`src/rtl/sorter_pkg.sv`:
```
// Shared definitions for the sequential odd-even transposition sorter.
// State encoding and the index-width helper.
package sorter_pkg;

    typedef enum logic [1:0] {
        LOAD  = 2'd0,
        SORT  = 2'd1,
        DRAIN = 2'd2
    } state_t;

    function automatic int clog2(input int v);
        int r;
        r = 0;
        for (int i = 0; i < 31; i++) begin
            if ((1 << i) < v) r = i + 1;
        end
        return r;
    endfunction

endpackage

```
`src/rtl/cmp_swap.sv`:
```
// Signed compare-exchange cell; swaps only on strict inequality.
// Equal inputs always pass straight through.
module cmp_swap #(
    parameter int N       = 8,
    parameter int DESCEND = 0
) (
    input  logic signed [N-1:0] a,
    input  logic signed [N-1:0] b,
    output logic signed [N-1:0] lo_first,
    output logic signed [N-1:0] hi_second
);

    logic swap;

    assign swap      = (DESCEND != 0) ? (a < b) : (a > b);
    assign lo_first  = swap ? b : a;
    assign hi_second = swap ? a : b;

endmodule

```
`src/rtl/bubble_sorter_seq.sv`:
```
// Frame sorter: load DEPTH elements, run DEPTH odd-even phases,
// then stream the sorted frame out with valid/ready.
module bubble_sorter_seq #(
    parameter int N       = 8,
    parameter int DEPTH   = 8,
    parameter int DESCEND = 0
) (
    input  logic                clk,
    input  logic                rst_n,
    input  logic                in_valid,
    output logic                in_ready,
    input  logic signed [N-1:0] in_data,
    output logic                out_valid,
    input  logic                out_ready,
    output logic signed [N-1:0] out_data,
    output logic                out_last,
    output logic                busy
);

    import sorter_pkg::*;

    localparam int IW = (clog2(DEPTH) < 1) ? 1 : clog2(DEPTH);
    localparam logic [IW-1:0] LAST = IW'(DEPTH - 1);

    state_t state;
    state_t state_nx;

    logic [DEPTH-1:0][N-1:0] elems;
    logic [DEPTH-1:0][N-1:0] ev;
    logic [DEPTH-1:0][N-1:0] od;

    logic [IW-1:0] load_idx;
    logic [IW-1:0] phase;
    logic [IW-1:0] drain_idx;

    logic take;
    logic give;
    logic load_done;
    logic sort_done;

    // Even phase: pairs (0,1),(2,3)...
    genvar k;
    generate
        for (k = 0; k < DEPTH / 2; k++) begin : gen_ev
            cmp_swap #(.N(N), .DESCEND(DESCEND)) u_cs (
                .a        (elems[2*k]),
                .b        (elems[2*k+1]),
                .lo_first (ev[2*k]),
                .hi_second(ev[2*k+1])
            );
        end
        if (DEPTH % 2 == 1) begin : gen_ev_tail
            assign ev[DEPTH-1] = elems[DEPTH-1];
        end
    endgenerate

    // Odd phase: pairs (1,2),(3,4)...; element 0 passes through
    assign od[0] = elems[0];
    generate
        for (k = 0; k < (DEPTH - 1) / 2; k++) begin : gen_od
            cmp_swap #(.N(N), .DESCEND(DESCEND)) u_cs (
                .a        (elems[2*k+1]),
                .b        (elems[2*k+2]),
                .lo_first (od[2*k+1]),
                .hi_second(od[2*k+2])
            );
        end
        if (DEPTH % 2 == 0) begin : gen_od_tail
            assign od[DEPTH-1] = elems[DEPTH-1];
        end
    endgenerate

    assign take      = in_valid & in_ready;
    assign give      = out_valid & out_ready;
    assign load_done = take && (load_idx == LAST);
    assign sort_done = (state == SORT) && (phase == LAST);

    always_comb begin
        state_nx  = state;
        in_ready  = 1'b0;
        out_valid = 1'b0;
        out_last  = 1'b0;
        busy      = 1'b0;
        out_data  = '0;
        unique case (state)
            LOAD: begin
                in_ready = 1'b1;
                if (load_done) state_nx = SORT;
            end
            SORT: begin
                busy = 1'b1;
                if (sort_done) state_nx = DRAIN;
            end
            DRAIN: begin
                busy      = 1'b1;
                out_valid = 1'b1;
                out_data  = elems[drain_idx];
                out_last  = (drain_idx == LAST);
                if (out_ready && out_last) state_nx = LOAD;
            end
            default: state_nx = LOAD;
        endcase
    end

    always_ff @(posedge clk or negedge rst_n) begin
        if (!rst_n) begin
            state     <= LOAD;
            load_idx  <= '0;
            phase     <= '0;
            drain_idx <= '0;
            elems     <= '0;
        end else begin
            state <= state_nx;
            unique case (state)
                LOAD: begin
                    phase <= '0;
                    if (take) begin
                        elems[load_idx] <= in_data;
                        load_idx <= load_done ? '0 : load_idx + 1'b1;
                    end
                end
                SORT: begin
                    elems     <= phase[0] ? od : ev;
                    phase     <= sort_done ? '0 : phase + 1'b1;
                    drain_idx <= '0;
                end
                DRAIN: begin
                    load_idx <= '0;
                    if (give) begin
                        drain_idx <= out_last ? '0 : drain_idx + 1'b1;
                    end
                end
                default: ;
            endcase
        end
    end

endmodule

```
`config.mk`:
```
export PLATFORM = sky130hd
export DESIGN_NAME = bubble_sorter_seq
export DESIGN_NICKNAME = d
export VERILOG_FILES = /design/src/rtl/sorter_pkg.sv /design/src/rtl/cmp_swap.sv /design/src/rtl/bubble_sorter_seq.sv
export SDC_FILE = /design/constraint.sdc
export NUM_CORES = 1
export LEC_CHECK = 0
export ABC_CLOCK_PERIOD_IN_PS = 3300
export BUFFER_PORTS_ARGS = -buffer_cell sky130_fd_sc_hd__buf_2
export CAP_MARGIN = 30
export CORE_ASPECT_RATIO = 1.4
export CORE_UTILIZATION = 45
export DETAILED_ROUTE_END_ITERATION = 12
export HOLD_SLACK_MARGIN = 0.08
export PLACE_DENSITY = 0.62
export SKIP_LAST_GASP = 1
export SYNTH_ARGS = -nofsm -noshare
export SYNTH_HDL_FRONTEND = slang
export SYNTH_SLANG_ARGS = --single-unit
```
`constraint.sdc`:
```
create_clock -name clk -period 3.3 [get_ports clk]
set_input_delay 0.99 -clock clk [delete_from_list [all_inputs] [get_ports clk]]
set_output_delay 0.99 -clock clk [all_outputs]
set_load 0.02 [all_outputs]
```
==> flow_summary.yaml <==
outcome:
  status: "complete, no violations"
cells_and_area:
  syn_to_final_growth_pct: 9.87
  antenna_cells: 0
  fillers: 1324
  drive_gt1_share_pct: 14.5
  finalInstanceArea_um2: 6920
  final_cell_mix: "dfrtp_1, inv_1, nand2_1, mux2i_1, ha_1"
  fin_nets: 792
  multi_input_area_um2: 3970
  layout_commonest_cell: "dfrtp_1"
  regArea_um2: 1880
  final_cells: 901
setup_path:
  critPathLaunchType: "flop"
  cp_max_fo: 11
  slowest_stage: "dfrtp_1"
  worstPathCellList: "buf_4 > mux4_2 > mux2i_1 > nor2b_1 > buf_2"
  crit_path_end_kind: "output pin"
  critical_path_class: "flop to output pin"
  cp.arrival_ns: 2.21
  critPathRequiredTime_ns: 2.31
  max_stage_delay_ns: 0.79
  critPathTopFamily: "flip-flops"
  critical_path_buf_inv_count: 2
placement:
  globalplace.congestion: 0.903
  dp_cells: 886
  place.detailed.hpwl_um: 13800
  placed_area_um2: 6640
  portBuffers: 23
detailed_routing:
  wirelength_um: 18400
  final_antenna_net_count: 0
  vias: 5388
  route.detailed.wl_per_inst_um: 20.5
  drtIter0Drc: 464
  via_per_inst: 5.98
  drc: 0
  firstDrtPassIters: 5
timing:
  period_share_pct: 96.9
  skew_ns: 0.00810
  rsz0062_at_grt: "false"
  hold_viol: 0
  maxSlewHeadroom_pct: 38.5
  finalMaxSlewViolations: 0
  min_period_ns: 3.20
  max_freq_ghz: 0.313
  finalSetupViolCount: 0
  worst_pin_slew_ns: 0.918
  fin_setup_tns_ns: 0
synth:
  yosys.area_share.simple_pct: 12.9
  postSynthAreaPerCell_um2: 9.02
  ys_warn_count: 0
  muxShareOfSynthArea_pct: 19.9
  synth_top_family_by_area: "multiplexers"
  synth-compound-area-share_pct: 17.3
  synthFlopType: "dfrtp_1"
  ys_seq_area_share_pct: 29.8
  synth_edf_count: 0
  yosys.cell_types.count: 54
  synthAdderAreaFrac_pct: 12.9
  mappedNetlistArea_um2: 6300
  ys_ff_latch: 75
  synth-async-reset-ratio_pct: 100
  syn_nets: 775
  synth_xor_area_share_pct: 0
  synthCells: 698
pwr:
  leakagePower_nw: 3.10
  p_total_mw: 6.81
  cellPowerDensity_nw_per_um2: 984
  irDropWorstVdd_uv: 329
cts:
  cts_tree: "done"
  numCtsBuffers: 9
  insertion_delay_ns: 0.34
  cts_htree_levels: 3
  path_clk_slew_ns: 0.06
  cts_sinks: 75
  cts_hold_buffers: 0
  root_buffer: "clkbuf_16"
  clock_path_buffers: 2
  ctsResizeCount: 0
  postCtsSetupBuffers: 0
global_route:
  grt_max_degree: 88
  grt_pass1_vias: 5355
  gr-usage-all-layers_pct: 27.0
  grt_pass1_wl_um: 29300
  grt_overflow: 0
  antenna_found_initial: 0
floorplanning:
  fp.dieW_um: 102
  core-area_um2: 13500
  dieArea_um2: 14500
  num_rows: 50
  initial_core_util_pct: 46.6
  ios: 24
  die_height_um: 142
job:
  cap_violations: 0
min_path:
  hold_path_class: "flop to flop"
worst reg2reg max path, stage by stage (launching register included):
cell and delay [ns]:
dfrtp_1 0.42, inv_1 0.10, ha_1 0.30, a21o_1 0.17, a2111oi_0 0.58, nand2b_1 0.10
o21ai_0 0.39, a211o_1 0.49, mux2i_1 0.26
stage by stage:
stage / hold WS, ns / worst slack, ns / util [%]
after floorplan: 0.467 / 0.514 / -
after global placement: 0.484 / 0.480 / 49.1
after detailed placement: 0.485 / 0.366 / 49.1
after CTS: 0.504 / 0.0808 / 51.2
after global routing: 0.520 / 0.0158 / 51.2
final: 0.503 / 0.102 / 51.2
report_power, final:
part	internal (mW)	leakage (nW)	switching [mW]
sequential	1.21	1.01	0.382
combinational	1.69	1.95	2.56
clock	0.565	0.141	0.399
total	3.47	3.10	3.34
sequential cells by signal (all words and copies together), names as in the netlist:
register / cells
drain_idx: 3
elems: 64
load_idx: 3
phase: 3
state: 2
kinds of logic after synthesis:
family | count (synthesis)
buffers and inverters | 112
adders and majority gates | 65
DFF | 75
muxes | 102
and+or+nand+nor | 175
AOI/OAI and AO/OA | 169
cell type report:
type | count | area share (%)
flip-flops and latches | 75 | 27.1
well taps | 182 | 3.29
multi-input cells | 511 | 57.4
clock buffers | 13 | 3.91
inverters | 75 | 4.07
clock inverters | 2 | 0.145
repair buffers | 43 | 4.05
Yosys cell counts, drive strengths merged, types with 6 or more instances:
| master | number | area share (%) |
|---|---|---|
| a21o | 6 | 0.72 |
| a21oi | 41 | 3.3 |
| a22oi | 29 | 3.5 |
| buf | 14 | 1.3 |
| clkbuf | 23 | 1.4 |
| dfrtp | 75 | 30 |
| ha | 65 | 13 |
| inv | 74 | 4.4 |
| mux2 | 18 | 3.3 |
| mux2i | 68 | 11 |
| mux4 | 16 | 5.7 |
| nand2 | 71 | 4.2 |
| nand3 | 9 | 0.72 |
| nand4 | 9 | 0.89 |
| nor2 | 44 | 2.6 |
| nor2b | 24 | 2.4 |
| nor3 | 7 | 0.79 |
| o21ai | 54 | 4.3 |
| o22ai | 7 | 0.79 |
path summary, 6_finish.rpt:
path | start | to | slack (ns) | depth (start not counted)
min in group asynchronous | rst_n | elems[58]$_DFFE_PN0P_ | 0.65 | 1
worst min register to register | phase[1]$_DFFE_PN0P_ | phase[1]$_DFFE_PN0P_ | 0.50 | 1
worst max-delay path | drain_idx[1]$_DFFE_PN0P_ | out_data[0] | 0.10 | 5
max in group asynchronous | rst_n | load_idx[0]$_DFFE_PN0P_ | 2.00 | 2
worst min-delay path | phase[1]$_DFFE_PN0P_ | phase[1]$_DFFE_PN0P_ | 0.50 | 1
worst max register to register | elems[13]$_DFFE_PN0P_ | elems[9]$_DFFE_PN0P_ | 0.41 | 8
metal layers:
| layer | track usage (%) | routed length, um |
|---|---|---|
| met2 | 45.9 | 9370 |
| met1 | 35.1 | 7750 |
| met5 | 0 | 0 |
| met4 | 8.72 | 422 |
| met3 | 3.49 | 891 |
(Power assumes the default switching activity.)
